<file path="config.mk">
export PLATFORM = sky130hd
export DESIGN_NAME = fwd_kin
export DESIGN_NICKNAME = d
export VERILOG_FILES = /design/src/rtl/fwd_kin_pkg.sv /design/src/rtl/fwd_kin_cordic.sv /design/src/rtl/fwd_kin.sv
export SDC_FILE = /design/constraint.sdc
export NUM_CORES = 2
export LEC_CHECK = 0
export CAP_MARGIN = 10
export CORE_ASPECT_RATIO = 1.25
export CORE_MARGIN = 8
export CORE_UTILIZATION = 48
export DETAILED_ROUTE_END_ITERATION = 8
export PLACE_DENSITY = 0.64
export REMOVE_ABC_BUFFERS = 1
export SLEW_MARGIN = 20
export SYNTH_ARGS = -nofsm -noshare
export SYNTH_HDL_FRONTEND = slang
export SYNTH_SLANG_ARGS = --single-unit
</file>
<file path="constraint.sdc">
create_clock -name clock -period 8.8 [get_ports clock]
set_input_delay 0.88 -clock clock [delete_from_list [all_inputs] [get_ports clock]]
set_output_delay 0.88 -clock clock [all_outputs]
set_load 0.005 [all_outputs]
</file>
<file path="src/rtl/fwd_kin_pkg.sv">
// Shared types, constants and number-format helpers for the two-link forward-kinematics engine.
// Angles and lengths are Q16.15; internal arithmetic is 34-bit two's complement.
package fwd_kin_pkg;

    localparam int TW = 34;

    typedef enum logic [2:0] {
        S_IDLE = 3'd0,
        S_SUM  = 3'd1,
        S_COR1 = 3'd2,
        S_COR2 = 3'd3,
        S_MUL  = 3'd4,
        S_ADD  = 3'd5,
        S_HOLD = 3'd6
    } state_t;

    localparam logic signed [TW-1:0] L1      = 34'sd360448;  // 11.0
    localparam logic signed [TW-1:0] L2      = 34'sd393216;  // 12.0
    localparam logic signed [TW-1:0] K_GAIN  = 34'sd19898;   // 0.607253
    localparam logic signed [TW-1:0] PI      = 34'sd102944;
    localparam logic signed [TW-1:0] HALF_PI = 34'sd51472;
    localparam logic signed [TW-1:0] TWO_PI  = 34'sd205888;

    // atan(2^-i) in Q.15, rounded to nearest
    function automatic logic signed [TW-1:0] atan_q15(input logic [3:0] i);
        logic signed [TW-1:0] r;
        case (i)
            4'd0:    r = 34'sd25736;
            4'd1:    r = 34'sd15193;
            4'd2:    r = 34'sd8027;
            4'd3:    r = 34'sd4075;
            4'd4:    r = 34'sd2045;
            4'd5:    r = 34'sd1024;
            4'd6:    r = 34'sd512;
            4'd7:    r = 34'sd256;
            4'd8:    r = 34'sd128;
            4'd9:    r = 34'sd64;
            4'd10:   r = 34'sd32;
            4'd11:   r = 34'sd16;
            4'd12:   r = 34'sd8;
            4'd13:   r = 34'sd4;
            4'd14:   r = 34'sd2;
            default: r = '0;
        endcase
        return r;
    endfunction

    // Negative zero collapses to 0 naturally because -0 == 0.
    function automatic logic signed [TW-1:0] sm_to_tc(input logic [31:0] v);
        logic signed [TW-1:0] mag;
        mag = {3'b000, v[30:0]};
        return v[31] ? -mag : mag;
    endfunction

    // Saturates magnitudes beyond 31 bits; zero always comes out as +0.
    function automatic logic [31:0] tc_to_sm(input logic signed [TW-1:0] v);
        logic [TW-1:0] mag;
        mag = v[TW-1] ? 34'(-v) : 34'(v);
        if (mag[TW-1:31] != 3'b000)
            mag = 34'h0_7FFF_FFFF;
        return {v[TW-1] && (mag[30:0] != 31'd0), mag[30:0]};
    endfunction

endpackage

</file>
<file path="src/rtl/fwd_kin_cordic.sv">
// Iterative rotation-mode CORDIC producing sin/cos of a Q.15 angle in [-pi, pi].
// One setup cycle on start (quadrant fold to +-pi/2) followed by ITERS micro-rotations.
module fk_cordic
    import fwd_kin_pkg::*;
#(
    parameter int ITERS = 15
) (
    input  logic                 clock,
    input  logic                 rst,
    input  logic                 start,
    input  logic signed [TW-1:0] angle,
    output logic signed [TW-1:0] sin_val,
    output logic signed [TW-1:0] cos_val,
    output logic                 done
);

    localparam logic [3:0] LAST = 4'(ITERS - 1);

    logic signed [TW-1:0] x_q, y_q, z_q;
    logic [3:0]           iter;
    logic                 busy;
    logic                 neg;

    always_ff @(posedge clock or negedge rst) begin
        if (!rst) begin
            x_q  <= '0;
            y_q  <= '0;
            z_q  <= '0;
            iter <= '0;
            busy <= 1'b0;
            neg  <= 1'b0;
        end else if (start) begin
            busy <= 1'b1;
            iter <= '0;
            x_q  <= K_GAIN;
            y_q  <= '0;
            // Outside +-pi/2 rotate by a-+pi instead and flip the result vector.
            if (angle > HALF_PI) begin
                z_q <= angle - PI;
                neg <= 1'b1;
            end else if (angle < -HALF_PI) begin
                z_q <= angle + PI;
                neg <= 1'b1;
            end else begin
                z_q <= angle;
                neg <= 1'b0;
            end
        end else if (busy) begin
            if (!z_q[TW-1]) begin
                x_q <= x_q - (y_q >>> iter);
                y_q <= y_q + (x_q >>> iter);
                z_q <= z_q - atan_q15(iter);
            end else begin
                x_q <= x_q + (y_q >>> iter);
                y_q <= y_q - (x_q >>> iter);
                z_q <= z_q + atan_q15(iter);
            end
            iter <= iter + 4'd1;
            if (iter == LAST)
                busy <= 1'b0;
        end
    end

    assign done    = busy && (iter == LAST);
    assign cos_val = neg ? -x_q : x_q;
    assign sin_val = neg ? -y_q : y_q;

endmodule

</file>
<file path="src/rtl/fwd_kin.sv">
// Two-link planar forward kinematics: x = 11cos(t1)+12cos(t1+t2), y = 11sin(t1)+12sin(t1+t2).
// One shared CORDIC and one shared multiplier; optional range check under FWD_KIN_ANGLE_CHK_EN.
module fwd_kin
    import fwd_kin_pkg::*;
#(
    parameter int BIT_WIDTH    = 32,
    parameter int FRACTIONS    = 15,
    parameter int CORDIC_ITERS = 15
) (
    input  logic                 clock,
    input  logic                 rst,
    input  logic [BIT_WIDTH-1:0] theta1,
    input  logic [BIT_WIDTH-1:0] theta2,
    input  logic                 in_valid,
    output logic                 in_ready,
    output logic [BIT_WIDTH-1:0] x,
    output logic [BIT_WIDTH-1:0] y,
    output logic                 out_valid,
    input  logic                 out_ready,
    output logic                 err,
    output logic [2:0]           dbg_state
);

    // Handshake: a pair moves in on a rising edge with in_valid & in_ready, a result moves
    // out with out_valid & out_ready; both sides hold their payload stable until that edge.

    localparam logic signed [67:0] RND = 68'sd1 <<< (FRACTIONS - 1);

    state_t               state;
    logic signed [TW-1:0] th1_q, th2_q, t12_q;
    logic signed [TW-1:0] c1_q, s1_q;
    logic signed [TW-1:0] p_c1, p_c12, p_s1, p_s12;
    logic [1:0]           mcnt;
    logic                 cor_start;

    logic signed [TW-1:0] cor_angle, cor_sin, cor_cos;
    logic                 cor_done;

    logic signed [TW-1:0] t12_raw, t12_wrap;
    logic signed [TW-1:0] mul_a, mul_b, mul_r;
    logic signed [67:0]   mul_p, mul_rnd;
    logic [33:0]          mul_unused;
    logic signed [TW-1:0] x_sum, y_sum;

`ifdef FWD_KIN_ANGLE_CHK_EN
    logic err_pend;
`endif

    assign cor_angle = (state == S_COR1) ? th1_q : t12_q;

    fk_cordic #(.ITERS(CORDIC_ITERS)) u_cordic (
        .clock   (clock),
        .rst     (rst),
        .start   (cor_start),
        .angle   (cor_angle),
        .sin_val (cor_sin),
        .cos_val (cor_cos),
        .done    (cor_done)
    );

    always_comb begin
        t12_raw = th1_q + th2_q;
        if (t12_raw > PI)
            t12_wrap = t12_raw - TWO_PI;
        else if (t12_raw < -PI)
            t12_wrap = t12_raw + TWO_PI;
        else
            t12_wrap = t12_raw;
    end

    // The t12 results are still on the CORDIC outputs throughout MUL.
    always_comb begin
        mul_a = L1;
        mul_b = c1_q;
        case (mcnt)
            2'd0: begin mul_a = L1; mul_b = c1_q;    end
            2'd1: begin mul_a = L2; mul_b = cor_cos; end
            2'd2: begin mul_a = L1; mul_b = s1_q;    end
            2'd3: begin mul_a = L2; mul_b = cor_sin; end
            default: ;
        endcase
        mul_p      = 68'(mul_a) * 68'(mul_b);
        mul_rnd    = mul_p + RND;
        mul_r      = mul_rnd[FRACTIONS+TW-1:FRACTIONS];
        mul_unused = {mul_rnd[67:FRACTIONS+TW], mul_rnd[FRACTIONS-1:0]};
    end

    assign x_sum     = p_c1 + p_c12;
    assign y_sum     = p_s1 + p_s12;
    assign dbg_state = state;

    always_ff @(posedge clock or negedge rst) begin
        if (!rst) begin
            state     <= S_IDLE;
            th1_q     <= '0;
            th2_q     <= '0;
            t12_q     <= '0;
            c1_q      <= '0;
            s1_q      <= '0;
            p_c1      <= '0;
            p_c12     <= '0;
            p_s1      <= '0;
            p_s12     <= '0;
            mcnt      <= '0;
            cor_start <= 1'b0;
            in_ready  <= 1'b1;
            out_valid <= 1'b0;
            x         <= '0;
            y         <= '0;
`ifdef FWD_KIN_ANGLE_CHK_EN
            err       <= 1'b0;
            err_pend  <= 1'b0;
`endif
        end else begin
            cor_start <= 1'b0;
            case (state)
                S_IDLE: begin
                    if (in_valid) begin
                        th1_q    <= sm_to_tc(theta1);
                        th2_q    <= sm_to_tc(theta2);
                        in_ready <= 1'b0;
                        state    <= S_SUM;
`ifdef FWD_KIN_ANGLE_CHK_EN
                        err      <= 1'b0;
                        err_pend <= (theta1[30:0] > 31'(PI)) || (theta2[30:0] > 31'(PI));
`endif
                    end
                end
                S_SUM: begin
                    t12_q     <= t12_wrap;
                    cor_start <= 1'b1;
                    state     <= S_COR1;
                end
                S_COR1: begin
                    if (cor_done) begin
                        cor_start <= 1'b1;
                        state     <= S_COR2;
                    end
                end
                S_COR2: begin
                    // First COR2 cycle: CORDIC still presents the theta1 results.
                    if (cor_start) begin
                        c1_q <= cor_cos;
                        s1_q <= cor_sin;
                    end
                    if (cor_done) begin
                        mcnt  <= 2'd0;
                        state <= S_MUL;
                    end
                end
                S_MUL: begin
                    case (mcnt)
                        2'd0:    p_c1  <= mul_r;
                        2'd1:    p_c12 <= mul_r;
                        2'd2:    p_s1  <= mul_r;
                        default: p_s12 <= mul_r;
                    endcase
                    mcnt <= mcnt + 2'd1;
                    if (mcnt == 2'd3)
                        state <= S_ADD;
                end
                S_ADD: begin
`ifdef FWD_KIN_ANGLE_CHK_EN
                    err <= err_pend;
                    x   <= err_pend ? '0 : tc_to_sm(x_sum);
                    y   <= err_pend ? '0 : tc_to_sm(y_sum);
`else
                    x   <= tc_to_sm(x_sum);
                    y   <= tc_to_sm(y_sum);
`endif
                    out_valid <= 1'b1;
                    state     <= S_HOLD;
                end
                S_HOLD: begin
                    if (out_ready) begin
                        out_valid <= 1'b0;
                        in_ready  <= 1'b1;
                        state     <= S_IDLE;
                    end
                end
                default: state <= S_IDLE;
            endcase
        end
    end

`ifndef FWD_KIN_ANGLE_CHK_EN
    assign err = 1'b0;
`endif

endmodule
</file>
==> results.toml <==
[run_status]
status = "finished clean"

[timing]
maxSlewViolCount = 0
slew_headroom_pct = 18.6
setup_viol = 0
finalHoldViolations = 0
whs_ns = 0.217
fin_crit_sh_pct = 95.7
min_period_ns = 8.42
fin_tns_setup_ns = 0
skew_ns = 0.0610
max_freq_mhz = 119
worst_pin_slew_ns = 1.21

[floorplanning]
fp.dieW_microns = 296
start_util_pct = 48.3
dieArea_sq_mm = 0.108
rows = 128
ioPinCount = 138
die_h_microns = 366
core_area_sq_mm = 0.0974

[worst_setup_path]
crit_path_frequent_cell = "inv_1"
critPathSlowestCell = "or4_4"
critPathKind = "reg2reg"
worstPathRequired_ns = 9.26
rr_endpoint = "p_s12[33]"
r2r-start = "u_cordic.x_q[4]"
crit_path_start_kind = "flip-flop"
crit_start = "u_cordic.x_q[4]"
cp_max_fo = 5
r2r_slack_ns = 0.38
ff2ff_path_depth = 34
max_stage_delay_ns = 0.58
critPathArrivalTime_ns = 8.88
critPathCaptureType = "flip-flop"
cp-endpoint = "p_s12[33]"

[power]
p_per_area_mw_per_mm2 = 105
ir_worst_vdd_mv = 0.149
p_leak_nw = 24.9

[layout]
drive_gt1_share_pct = 8.20
fill_cells = 9295
area_growth_pct = 10.3
n_antenna_cell = 0
nNetsFinal = 6118
fin_cells = 6872

[place]
io_buffer_count = 136
gp_congestion = 0.904
dp.cells = 6764
hpwl_microns = 96800

[clock_network]
cts_tree = "built"
clock-sinks = 486
cts_max_path_buffers = 3
clkTransAtPathRegs_ns = 0.06
numCtsBuffers = 57
htreeDepth = 2
insertion_delay_ns = 0.66
cts-root-buf = "clkbuf_16"
holdBufCountCts = 0

[logic_synthesis]
synth_commonest_cells = "612 x nand2_1, 485 x dfrtp_1, 457 x o21ai_0"
synth-seq-area-share_pct = 25.9
synth_area_leaders = "dfrtp_1 26%, ha_1 12%, xnor2_1 5.4%"
ys_warn_count = 0
synth-seq-cells = 486
yosys.area.top_type = "dfrtp_1"
synthMuxAreaShare_pct = 8.69
synth_compound_area_share_pct = 19.6
synthSimpleGateAreaFrac_pct = 16.9
synthFlopType = "dfrtp_1"
ys_types = 95
synth-edff-count = 0
netlist_area_sq_mm = 0.0470
syn_inst = 5530
synth_top_family_by_area = "compound AO/OA/AOI/OAI gates"
ys_async_sr_fraction_pct = 100
synth.most_common_cell = "nand2_1"
synth_adder_area_share_pct = 15.2
synth_top_area_share_pct = 25.8
synth-xor-area-share_pct = 9.35
syn_avg_cell_area_sq_um = 8.51

[routing]
wl_microns = 125000
drtAntennaViolNets = 0
post-route-drc-count = 0
drtIter0Drc = 2221
num_vias = 40000
detail_route.first_pass.iterations = 5
routed_via_density = 5.82
wl_per_cell_microns = 18.1

[global_route]
grt_max_degree = 154
grt_pass1_vias = 39400
antenna_found_initial = 0
grt_overflow_total = 0
track_usage_pct = 22.4
grt_pass1_wl_microns = 204000

[worst_hold_path]
worst_hold_path_type = "in2async"

[run]
maxCapViolCount = 0
## metal layers
layer  vias up  part of all wire, %  global-route usage (%)
met3       220                  3.5                    2.23
met4         0                  4.1                    8.70
met5         -                    0                       0
met1     19200                   43                    27.7
met2       772                   50                    39.9
li1      19800                    -                       -
## critical path: cells and delay by family (launching register included)
| kind | cells | cell delay, ns |
|---|---|---|
| buffers and inverters | 6 | 0.47 |
| xor gates and xnor gates | 1 | 0.16 |
| and+or+nand+nor | 9 | 2.21 |
| AOI/OAI and AO/OA | 8 | 1.20 |
| muxes | 1 | 0.27 |
| DFF | 1 | 0.39 |
| adders and majority gates | 9 | 3.52 |
## timing repair
action | in CTS | in global routing
resized for setup | 0 | 31
buffers inserted | 0 | 1
setup endpoints to repair | 0 | 28
## through the flow
stage	total power [mW]	util (%)	setup WS (ns)	area, sq um
after floorplan	2.65	-	0.185	45900
after global placement	2.83	51.0	0.254	49600
after detailed placement	2.84	51.0	0.169	49600
after CTS	5.50	53.1	0.0724	51700
after global routing	5.65	53.3	-0.0229	51900
final	5.43	53.3	0.378	51900
## where the power goes
group          switching (mW)  internal (mW)  total (mW)
registers              0.0249           2.26        2.28
clock network            1.04           1.59        2.63
logic                   0.315          0.203       0.518
## cell usage in the layout, fill, tap and decap left out, types with 143 or more instances in the layout
| cell type | n |
|---|---|
| dfrtp_1 | 476 |
| nand2_1 | 607 |
| nor2_1 | 446 |
| a21oi_1 | 315 |
| o21ai_0 | 451 |
| xnor2_1 | 292 |
| mux2i_1 | 143 |
| inv_1 | 268 |
| xor2_1 | 210 |
| ha_1 | 451 |
## logic make-up (layout without fill, tap and decap cells)
group           Yosys count  after routing
xor+xnor                502            502
simple gates           1695           1695
buf+inv                 553            595
compound gates         1456           1456
flops                   486            486
other cells               1              1
fa+ha+maj               526            526
mux                     311            311
## how the worst min path moves through the flow
| stage | to | slack (ns) |
|---|---|---|
| detailed placement | t12_q[18] | 0.47 |
| CTS | x[30] | 0.22 |
| global placement | th2_q[31] | 0.46 |
| global route | x[30] | 0.24 |
| floorplan | s1_q[32] | 0.44 |
| finish | x[30] | 0.22 |
## final cells by class
cell class / count / area (sq um) / share of cell area, %
clock buffers: 78 / 1660 / 3.19
clock inverters: 29 / 433 / 0.835
inverters: 270 / 1010 / 1.95
multi-input cells: 4491 / 32900 / 63.5
flip-flops and latches: 486 / 12200 / 23.5
well taps: 1300 / 1630 / 3.14
repair buffers: 218 / 2010 / 3.88
Power figures use the tool's default switching activity.
